==> src/rtl/spi_ram_slave_gen_pkg.sv <==
`default_nettype none
// ---------------------------------------------------------------------------
// spi_ram_slave_gen_pkg : command codes, FSM states, counter-width helper.
// Revision: 1.0
// ---------------------------------------------------------------------------
package spi_ram_slave_gen_pkg;

  localparam logic [1:0] CMD_WR_ADDR = 2'b00;
  localparam logic [1:0] CMD_WR_DATA = 2'b01;
  localparam logic [1:0] CMD_RD_ADDR = 2'b10;
  localparam logic [1:0] CMD_RD_DATA = 2'b11;

  typedef enum logic [2:0] {
    S_IDLE    = 3'd0,
    S_CMD     = 3'd1,
    S_WR_ADDR = 3'd2,
    S_WR_DATA = 3'd3,
    S_RD_ADDR = 3'd4,
    S_RD_TURN = 3'd5,
    S_RD_LOAD = 3'd6,
    S_RD_DATA = 3'd7
  } state_t;

  function automatic int cnt_width(input int addr_w, input int data_w);
    int m;
    m = (addr_w > data_w) ? addr_w : data_w;
    return $clog2(m + 1);
  endfunction

endpackage
`default_nettype wire

==> src/rtl/spi_ram_slave_gen_sp_ram.sv <==
`default_nettype none
// ---------------------------------------------------------------------------
// spi_sp_ram : single-port synchronous RAM, registered read (read-before-write).
// Revision: 1.0
// ---------------------------------------------------------------------------
module spi_sp_ram #(
  parameter int DATA_W = 8,
  parameter int ADDR_W = 8,
  parameter int DEPTH  = 256
) (
  input  logic              clk,
  input  logic              we,
  input  logic [ADDR_W-1:0] addr,
  input  logic [DATA_W-1:0] din,
  output logic [DATA_W-1:0] dout
);

  logic [DATA_W-1:0] mem [DEPTH];

  always_ff @(posedge clk) begin
    if (we) mem[addr] <= din;
    dout <= mem[addr];
  end

endmodule
`default_nettype wire

==> src/rtl/spi_ram_slave_gen.sv <==
`default_nettype none
// ---------------------------------------------------------------------------
// spi_ram_slave_gen : SPI-clocked slave with burst read/write into a local RAM.
// Revision: 1.0
// ---------------------------------------------------------------------------
module spi_ram_slave_gen
  import spi_ram_slave_gen_pkg::*;
#(
  parameter int DATA_W   = 8,
  parameter int ADDR_W   = 8,
  parameter int DEPTH    = 256,
  parameter int AUTO_INC = 1
) (
  input  logic clk,
  input  logic rst,
  input  logic ss_n,
  input  logic mosi,
  output logic miso,
  output logic frame_abort,
  output logic busy
);

  localparam int CNT_W = cnt_width(ADDR_W, DATA_W);
  localparam int SH_W  = (ADDR_W > DATA_W) ? ADDR_W : DATA_W;
  localparam logic [ADDR_W:0] DEPTH_EXT = (ADDR_W + 1)'(DEPTH);

  state_t            state, state_nxt;
  logic              cmd_hi;
  logic              done;
  logic [CNT_W-1:0]  cnt;
  logic [SH_W-2:0]   rx_shift;
  logic [DATA_W-1:0] tx_shift;
  logic [ADDR_W-1:0] wr_addr, rd_addr;

  logic              ram_we;
  logic [ADDR_W-1:0] ram_addr;
  logic [DATA_W-1:0] ram_din, ram_dout;

  logic [ADDR_W-1:0] addr_in, addr_mod;
  logic [DATA_W-1:0] data_in;
  logic              last_addr_bit, last_data_bit;

  function automatic logic [ADDR_W-1:0] inc_wrap(input logic [ADDR_W-1:0] a);
    return (a == ADDR_W'(DEPTH - 1)) ? '0 : a + 1'b1;
  endfunction

  assign addr_in       = {rx_shift[ADDR_W-2:0], mosi};
  assign data_in       = {rx_shift[DATA_W-2:0], mosi};
  assign addr_mod      = ADDR_W'({1'b0, addr_in} % DEPTH_EXT);
  assign last_addr_bit = (cnt == CNT_W'(ADDR_W - 1));
  assign last_data_bit = (cnt == CNT_W'(DATA_W - 1));

  always_ff @(posedge clk or posedge rst) begin
    if (rst) state <= S_IDLE;
    else     state <= state_nxt;
  end

  always_comb begin
    state_nxt = state;
    ram_we    = 1'b0;
    ram_din   = data_in;
    ram_addr  = wr_addr;
    busy      = (state != S_IDLE);
    if (state == S_RD_TURN || state == S_RD_LOAD || state == S_RD_DATA)
      ram_addr = rd_addr;
    if (ss_n) begin
      state_nxt = S_IDLE;
    end else begin
      case (state)
        S_IDLE: state_nxt = S_CMD;
        S_CMD: begin
          case ({cmd_hi, mosi})
            CMD_WR_ADDR: state_nxt = S_WR_ADDR;
            CMD_WR_DATA: state_nxt = S_WR_DATA;
            CMD_RD_ADDR: state_nxt = S_RD_ADDR;
            CMD_RD_DATA: state_nxt = S_RD_TURN;
            default:     state_nxt = S_IDLE;
          endcase
        end
        S_WR_DATA: ram_we = !done && last_data_bit;
        S_RD_TURN: state_nxt = S_RD_LOAD;
        S_RD_LOAD: state_nxt = S_RD_DATA;
        default:   state_nxt = state;
      endcase
    end
  end

  // Bits are only meaningful while ss_n is low; a high ss_n ends the frame.
  always_ff @(posedge clk or posedge rst) begin
    if (rst) begin
      cmd_hi      <= 1'b0;
      done        <= 1'b0;
      cnt         <= '0;
      rx_shift    <= '0;
      tx_shift    <= '0;
      wr_addr     <= '0;
      rd_addr     <= '0;
      miso        <= 1'b0;
      frame_abort <= 1'b0;
    end else begin
      frame_abort <= 1'b0;
      if (ss_n) begin
        if (state != S_IDLE) begin
          frame_abort <= (cnt != '0);
          cnt         <= '0;
          done        <= 1'b0;
          rx_shift    <= '0;
          miso        <= 1'b0;
        end
      end else begin
        case (state)
          S_IDLE: begin
            cmd_hi <= mosi;
            cnt    <= CNT_W'(1);
            done   <= 1'b0;
          end
          S_CMD: cnt <= '0;
          S_WR_ADDR, S_RD_ADDR: begin
            if (!done) begin
              rx_shift <= (SH_W - 1)'({rx_shift, mosi});
              if (last_addr_bit) begin
                cnt  <= '0;
                done <= 1'b1;
                if (state == S_WR_ADDR) wr_addr <= addr_mod;
                else                    rd_addr <= addr_mod;
              end else begin
                cnt <= cnt + 1'b1;
              end
            end
          end
          S_WR_DATA: begin
            if (!done) begin
              rx_shift <= (SH_W - 1)'({rx_shift, mosi});
              if (last_data_bit) begin
                cnt <= '0;
                if (AUTO_INC != 0) wr_addr <= inc_wrap(wr_addr);
                else               done    <= 1'b1;
              end else begin
                cnt <= cnt + 1'b1;
              end
            end
          end
          S_RD_LOAD: begin
            miso     <= ram_dout[DATA_W-1];
            tx_shift <= {ram_dout[DATA_W-2:0], 1'b0};
            if (AUTO_INC != 0) rd_addr <= inc_wrap(rd_addr);
          end
          S_RD_DATA: begin
            if (!done) begin
              if (last_data_bit) begin
                cnt <= '0;
                // RAM output already holds the next word, so the stream has no gap.
                if (AUTO_INC != 0) begin
                  miso     <= ram_dout[DATA_W-1];
                  tx_shift <= {ram_dout[DATA_W-2:0], 1'b0};
                  rd_addr  <= inc_wrap(rd_addr);
                end else begin
                  miso <= 1'b0;
                  done <= 1'b1;
                end
              end else begin
                cnt      <= cnt + 1'b1;
                miso     <= tx_shift[DATA_W-1];
                tx_shift <= {tx_shift[DATA_W-2:0], 1'b0};
              end
            end
          end
          default: ;
        endcase
      end
    end
  end

  spi_sp_ram #(
    .DATA_W(DATA_W),
    .ADDR_W(ADDR_W),
    .DEPTH (DEPTH)
  ) u_ram (
    .clk (clk),
    .we  (ram_we),
    .addr(ram_addr),
    .din (ram_din),
    .dout(ram_dout)
  );

endmodule
`default_nettype wire

==> config.mk <==
export PLATFORM = sky130hd
export DESIGN_NAME = spi_ram_slave_gen
export DESIGN_NICKNAME = d
export VERILOG_FILES = /design/src/rtl/spi_ram_slave_gen_pkg.sv /design/src/rtl/spi_ram_slave_gen_sp_ram.sv /design/src/rtl/spi_ram_slave_gen.sv
export SDC_FILE = /design/constraint.sdc
export NUM_CORES = 2
export LEC_CHECK = 0
export BUFFER_PORTS_ARGS = -buffer_cell sky130_fd_sc_hd__buf_2
export CAP_MARGIN = 20
export CORE_ASPECT_RATIO = 0.75
export CORE_MARGIN = 10
export CORE_UTILIZATION = 33
export CTS_CLUSTER_SIZE = 28
export DETAILED_ROUTE_END_ITERATION = 6
export PLACE_DENSITY = 0.52
export SLEW_MARGIN = 20
export SYNTH_ARGS = -nofsm -noshare
export SYNTH_HDL_FRONTEND = slang
export SYNTH_SLANG_ARGS = --single-unit
export TNS_END_PERCENT = 1
==> constraint.sdc <==
create_clock -name clk -period 5.2 [get_ports clk]
set_input_delay 1.04 -clock clk [delete_from_list [all_inputs] [get_ports clk]]
set_output_delay 1.04 -clock clk [all_outputs]
set_load 0.005 [all_outputs]
After elaboration in Yosys (flattened, before gate mapping)

Memories as Yosys holds them, arrays and structs flattened. A register that Yosys moved wholly into a read port is not among the register bits.
Index checks and enable logic that the tools add are counted.

RAM bits: 2048
Logic and storage cells: 114
Memories kept: 1
Output and inout bits: 3
Register bits after elaboration: 42
Input port bits: 4

Memories:

| memory    | words | bits a word | rd ports | clocked after Yosys merged registers in | wr ports | line                           | text |
|---|---|---|---|---|---|---|---|
| u_ram.mem | 256   | 8           | 1        | 1                                       | 1        | spi_ram_slave_gen_sp_ram.sv:18 | `logic [DATA_W-1:0] mem [DEPTH];` |

Bitwise logic cells: 1
Eq/ne operators: 25
Mux-type cells: 46
Reductions and logical operators: 28
$add $sub $neg: 3

Operators by type and width:

| cell                | count |
|---|---|
| $mux 8              | 15 |
| $pmux 8 s2          | 2 |
| $mux 7              | 4 |
| $pmux 3 s4          | 2 |
| $pmux 8 s3          | 1 |
| $ne 2x2->1 const B  | 9 |
| $add 8x1->8 const B | 2 |
| $eq 8x8->1 const B  | 2 |
| $mux 4              | 4 |
| $mux 1              | 14 |
| $reduce_and 7->1    | 2 |
| $eq 3x3->1 const B  | 4 |
| $pmux 4 s3          | 1 |
| $reduce_and 3->1    | 4 |
| $reduce_bool 4->1   | 3 |
| $reduce_bool 3->1   | 3 |
| $eq 3x2->1 const B  | 2 |
| $ne 3x3->1 const B  | 2 |
| $reduce_bool 2->1   | 3 |
| $reduce_bool 5->1   | 1 |
| $add 4x1->4 const B | 1 |
| $eq 2x2->1 const B  | 2 |
| $eq 4x3->1 const B  | 1 |
| $reduce_and 2->1    | 2 |
| 15 further kinds    | 17 |

Longest topological paths before layout

Depth after elaboration: 6
Mapped depth: 14
Gate-level depth less buffers: 8

Cells and area by module

From an unflattened synthesis, not the netlist that was laid out.

Cells, all modules: 3825
Area, all modules: 81070.3 um^2

By module, submodules not included:

| module            | sequential area each (um^2) | cells an instance | times used | area each (um^2) |
|---|---|---|---|---|
| spi_sp_ram        | 61659.1                     | 3547              | 1          | 78492.8 |
| spi_ram_slave_gen | 1026.0                      | 278               | 1          | 2577.5 |

Worst setup path before layout

OpenSTA, ideal clock, no wires.

Path type: register -> register
From: register rx_shift[5]
To: memory u_ram.mem[0][6] (data pin)
Path buffers: 0
Library setup time: 0.812 ns
Setup slack: 1.162 ns
Data arrival time: 3.226 ns
Stages on the path, launching flop included: 1
Data required time: 4.388 ns
Period minus slack after synthesis: 4.038 ns
Cells stage by stage: dfrtp_1

RTL lines:

| what                     | line                           | text |
|---|---|---|
| start: declaration       | spi_ram_slave_gen.sv:31        | `logic [SH_W-2:0] rx_shift;` |
| start signal: assignment | spi_ram_slave_gen.sv:120       | `rx_shift <= (SH_W - 1)'({rx_shift, mosi});` |
| start signal: assignment | spi_ram_slave_gen.sv:133       | `rx_shift <= (SH_W - 1)'({rx_shift, mosi});` |
| end: declaration         | spi_ram_slave_gen_sp_ram.sv:18 |  |

No word-level cell before the write port.

Worst setup path after layout

From: register state[0]
To: register u_ram.dout[0], read port of u_ram.mem

Cells in the longest elaborated chain, start to end: 4
Elaborated cells on any way between the ends: 6
Those cells by class: 3 x eq/ne; 1 x mux; 2 x reduce/logical

RTL lines:

| what                     | line                           | text |
|---|---|---|
| start: declaration       | spi_ram_slave_gen.sv:27        | `state_t state, state_nxt;` |
| start signal: assignment | spi_ram_slave_gen.sv:55        | `else state <= state_nxt;` |
| $eq 3x3->1               | spi_ram_slave_gen.sv:64        | `if (state == S_RD_TURN \|\| state == S_RD_LOAD \|\| state == S_RD_DATA)` |
| $logic_or 1x1->1         | spi_ram_slave_gen.sv:64        |  |
| $logic_or 1x1->1 *       | spi_ram_slave_gen.sv:64        |  |
| $mux 8 *                 | spi_ram_slave_gen.sv:64        |  |
| end: declaration         | spi_ram_slave_gen_sp_ram.sv:15 | `output logic [DATA_W-1:0] dout` |

Every way passes the cells marked *; elsewhere a longest branch is shown, timed or not.
A chain may end at the register's enable or synchronous reset.

==> impl_metrics.csv <==
group,metric,value,unit
clock_tree,cts_buffer_depth,4,
route,drtIter0Drc,6810,
route,viasPerCell,5.43,
placed_design,place_ws,0.412,ns
route,dr.pass1.iters,6,
power,swShare,24.2,%
power,seqPwrFrac,52.4,%
floorplan,dieArea,274000,um2
timing,tightest_slew,1.49,ns
clock_tree,cts_buffers,204,
yosys,synth-edff-count,2048,
timing,setup_viol,0,
flow_run,drv_cap,0,
route,via_count,52600,
final_layout,final_util,37.6,%
yosys,yosysWarnings,0,
yosys,synth_top_area_cell,"edfxtp_1",
worst_setup_path,slowest_stage,"a41oi_1",
yosys,ys_types,62,
timing,hold_viol_final,0,
global_route,gr-total-overflow,0,
global_route,antenna_found_initial,14,
timing,fin_ws,0.575,ns
clock_tree,cts_tree,"built",
power,intPower,27.7,mW
min_path,hold_class,"primary input to async pin",
clock_tree,clkSinkCount,2097,
clock_tree,post_cts_resized,0,
route,ant_nets,0,
power,pwr-share-clk,39.5,%
outcome,status,"completed",
yosys,synth-seq-cells,2097,
floorplan,fp-row-count,159,
power,power_per_cell_area,387,nW/um2
power,leakagePower,30.4,nW
worst_setup_path,critPathKind,"flip-flop to flip-flop",
timing,clock-skew-final,0.0515,ns
floorplan,die_h,456,um
placed_design,portBuffers,6,
worst_setup_path,critPathArrivalTime,5.42,ns
timing,setup_tns,0,ns
global_route,grt_pass1_vias,49400,
worst_setup_path,critPathBufInv,2,
timing,maxSlewHeadroom,0.548,%
yosys,yosysTopAreaCellShare,73.6,%
clock_tree,root_buffer,"clkbuf_16",
route,wl,250000,um
floorplan,fp.coreArea,251000,um2
yosys,avgSynthCellArea,13.6,um2
worst_setup_path,slowest_delay,0.83,ns
worst_setup_path,critPathTopFamily,"compound AO/OA/AOI/OAI gates",
final_layout,syn_to_final_growth,13.0,%
worst_setup_path,crit_required,5.99,ns
route,wl_per_cell,25.8,um
final_layout,nNetsFinal,6150,
power,vdd_drop_max,0.000316,V
power,power_frac_comb,8.1,%
yosys,synth_area_leaders,"edfxtp_1, nand2_1, a21oi_1, nand3_1, mux2i_1",
global_route,grt_pass1_wl,360000,um
timing,timing.final.crit_share,88.9,%
clock_tree,path_clk_slew,0.07,ns
timing,fmaxAchievable,0.216,GHz
worst_setup_path,r2r-start,"state[0]$_DFFE_PP0P_",
timing,report.final.slew_viol_count,0,
yosys,yosysMostFrequentCell,"edfxtp_1",
global_route,track_usage,17.4,%
worst_setup_path,crit_fanout,48,
power,power_switching,8.84,mW
yosys,syn_inst,6146,
worst_setup_path,start_kind,"flip-flop",
floorplan,io_pins,7,
timing,final.min_clock_period,4.63,ns
clock_tree,postCtsSetupBuffers,0,
worst_setup_path,timing.rr.end,"u_ram.dout[0]$_DFF_P_",
power,total_power,36.5,mW
route,drc_errors,0,
timing,hold-worst-slack,0.478,ns
worst_setup_path,critPathCaptureType,"flip-flop",
placed_design,hpwlAfterDp,149000,um
global_route,grt_max_degree,175,
clock_tree,cts-htree-levels,4,
yosys,synth_nets,6154,
yosys,synthFlopType,"edfxtp_1",
floorplan,die_w,601,um
yosys,async_flop_share,1.96,%
yosys,yosys-top-cells-count,"edfxtp_1, nand2_1, a21oi_1, nand3_1, nor2_1",
clock_tree,clkLatencyLatePin,0.86,ns
final_layout,drive_gt1_share,8.70,%
yosys,ys_seq_area_share,75.1,%
worst_setup_path,r2r_slack,0.57,ns
timing,rsz0062_at_grt,"no",
placed_design,gp_congestion,0.854,
floorplan,initial_utilization,33.3,%
worst_setup_path,path_cells,"o21ai_4 -> buf_16 -> a21o_4 -> buf_4 -> a21oi_1 -> a22oi_1 -> o2111ai_1 -> a41oi_1 -> nor4_1 -> nand3_1",
clock_tree,hold_buffers,0,
worst_setup_path,reg2reg_depth,10,
yosys,synth_area,83500,um2
[layer usage]
metal  part of all wire [%]  up-vias  global-route usage (%)
met5                 0.0060        -                       0
met4                    2.2        2                    3.82
met3                    9.3      347                    3.94
met2                     42     2365                    24.6
met1                     46    26800                    26.9
li1                       -    23100                       -
[sequential cells by signal (all words and copies together) (netlist names)]
register and cells:
done 1, rx_shift 7, wr_addr 8, rd_addr 8
cnt 4, u_ram.dout 8, miso 1, state 3
u_ram.mem 2048, tx_shift 7, cmd_hi 1, frame_abort 1
[placed cells by master (no fill, tap or decap), drive strengths merged, types with 100 or more instances in the layout]
| cell type | instances |
|---|---|
| buf | 222 |
| nor2 | 301 |
| nand3 | 402 |
| a21oi | 411 |
| nand2 | 1483 |
| clkbuf | 256 |
| nand4 | 100 |
| mux2i | 149 |
| edfxtp | 2048 |
| a211oi | 115 |
[power by group through the flow]
stage               Sequential [mW]  Clock, mW  Combinational (mW)
floorplan                      19.7          0                1.62
global placement               19.5          0                2.94
detailed placement             19.5          0                2.95
CTS                            19.1       14.6                2.96
global route                   19.2       15.3                3.21
finish                         19.1       14.4                2.96
[cell type report]
cell class                 instances  area [um2]
antenna                            5        12.5
sequential                      2097       62700
clock inverter                   106         847
fill                           23800      157000
clock buffer                     256        5440
inverter                          49         184
multi-input combinational       3568       18700
timing repair buffer             222        2170
tap                             3381        4230
[how the worst max path moves through the flow]
stage | startpoint | endpoint | cells past startpoint
2_1_floorplan | rx_shift[5]$_DFFE_PP0P_ | u_ram.mem[0][6]$_DFFE_PP_ | 0
3_3_place_gp | state[0]$_DFFE_PP0P_ | u_ram.dout[0]$_DFF_P_ | 9
3_5_place_dp | state[0]$_DFFE_PP0P_ | u_ram.dout[3]$_DFF_P_ | 9
4_1_cts | state[0]$_DFFE_PP0P_ | u_ram.dout[0]$_DFF_P_ | 9
5_1_grt | state[0]$_DFFE_PP0P_ | u_ram.dout[6]$_DFF_P_ | 12
6_report | state[0]$_DFFE_PP0P_ | u_ram.dout[0]$_DFF_P_ | 10
[worst register-to-register path, stage by stage (launching register included)]
cell and delay (ns):
dfrtp_1 0.55, o21ai_4 0.59, buf_16 0.25, a21o_4 0.72, buf_4 0.58, a21oi_1 0.10, a22oi_1 0.37, o2111ai_1 0.24
a41oi_1 0.83, nor4_1 0.20, nand3_1 0.14
[cell families after synthesis]
kind of cell	count (synthesis)	synth area share [%]
buf+inv	481	2.68
simple gates	2370	11.8
compound gates	1026	8.15
mux	165	2.17
xor+xnor	2	0.0210
fa+ha+maj	5	0.0719
flops	2097	75.1
[through the flow]
stage	cells	cell area (um2)
6_report	9684	94300
5_1_grt	9681	94300
4_1_cts	9677	94300
3_5_place_dp	9315	88000
3_3_place_gp	9315	88000
2_1_floorplan	6146	83500
Note: power is estimated with default switching activity, not from simulation.
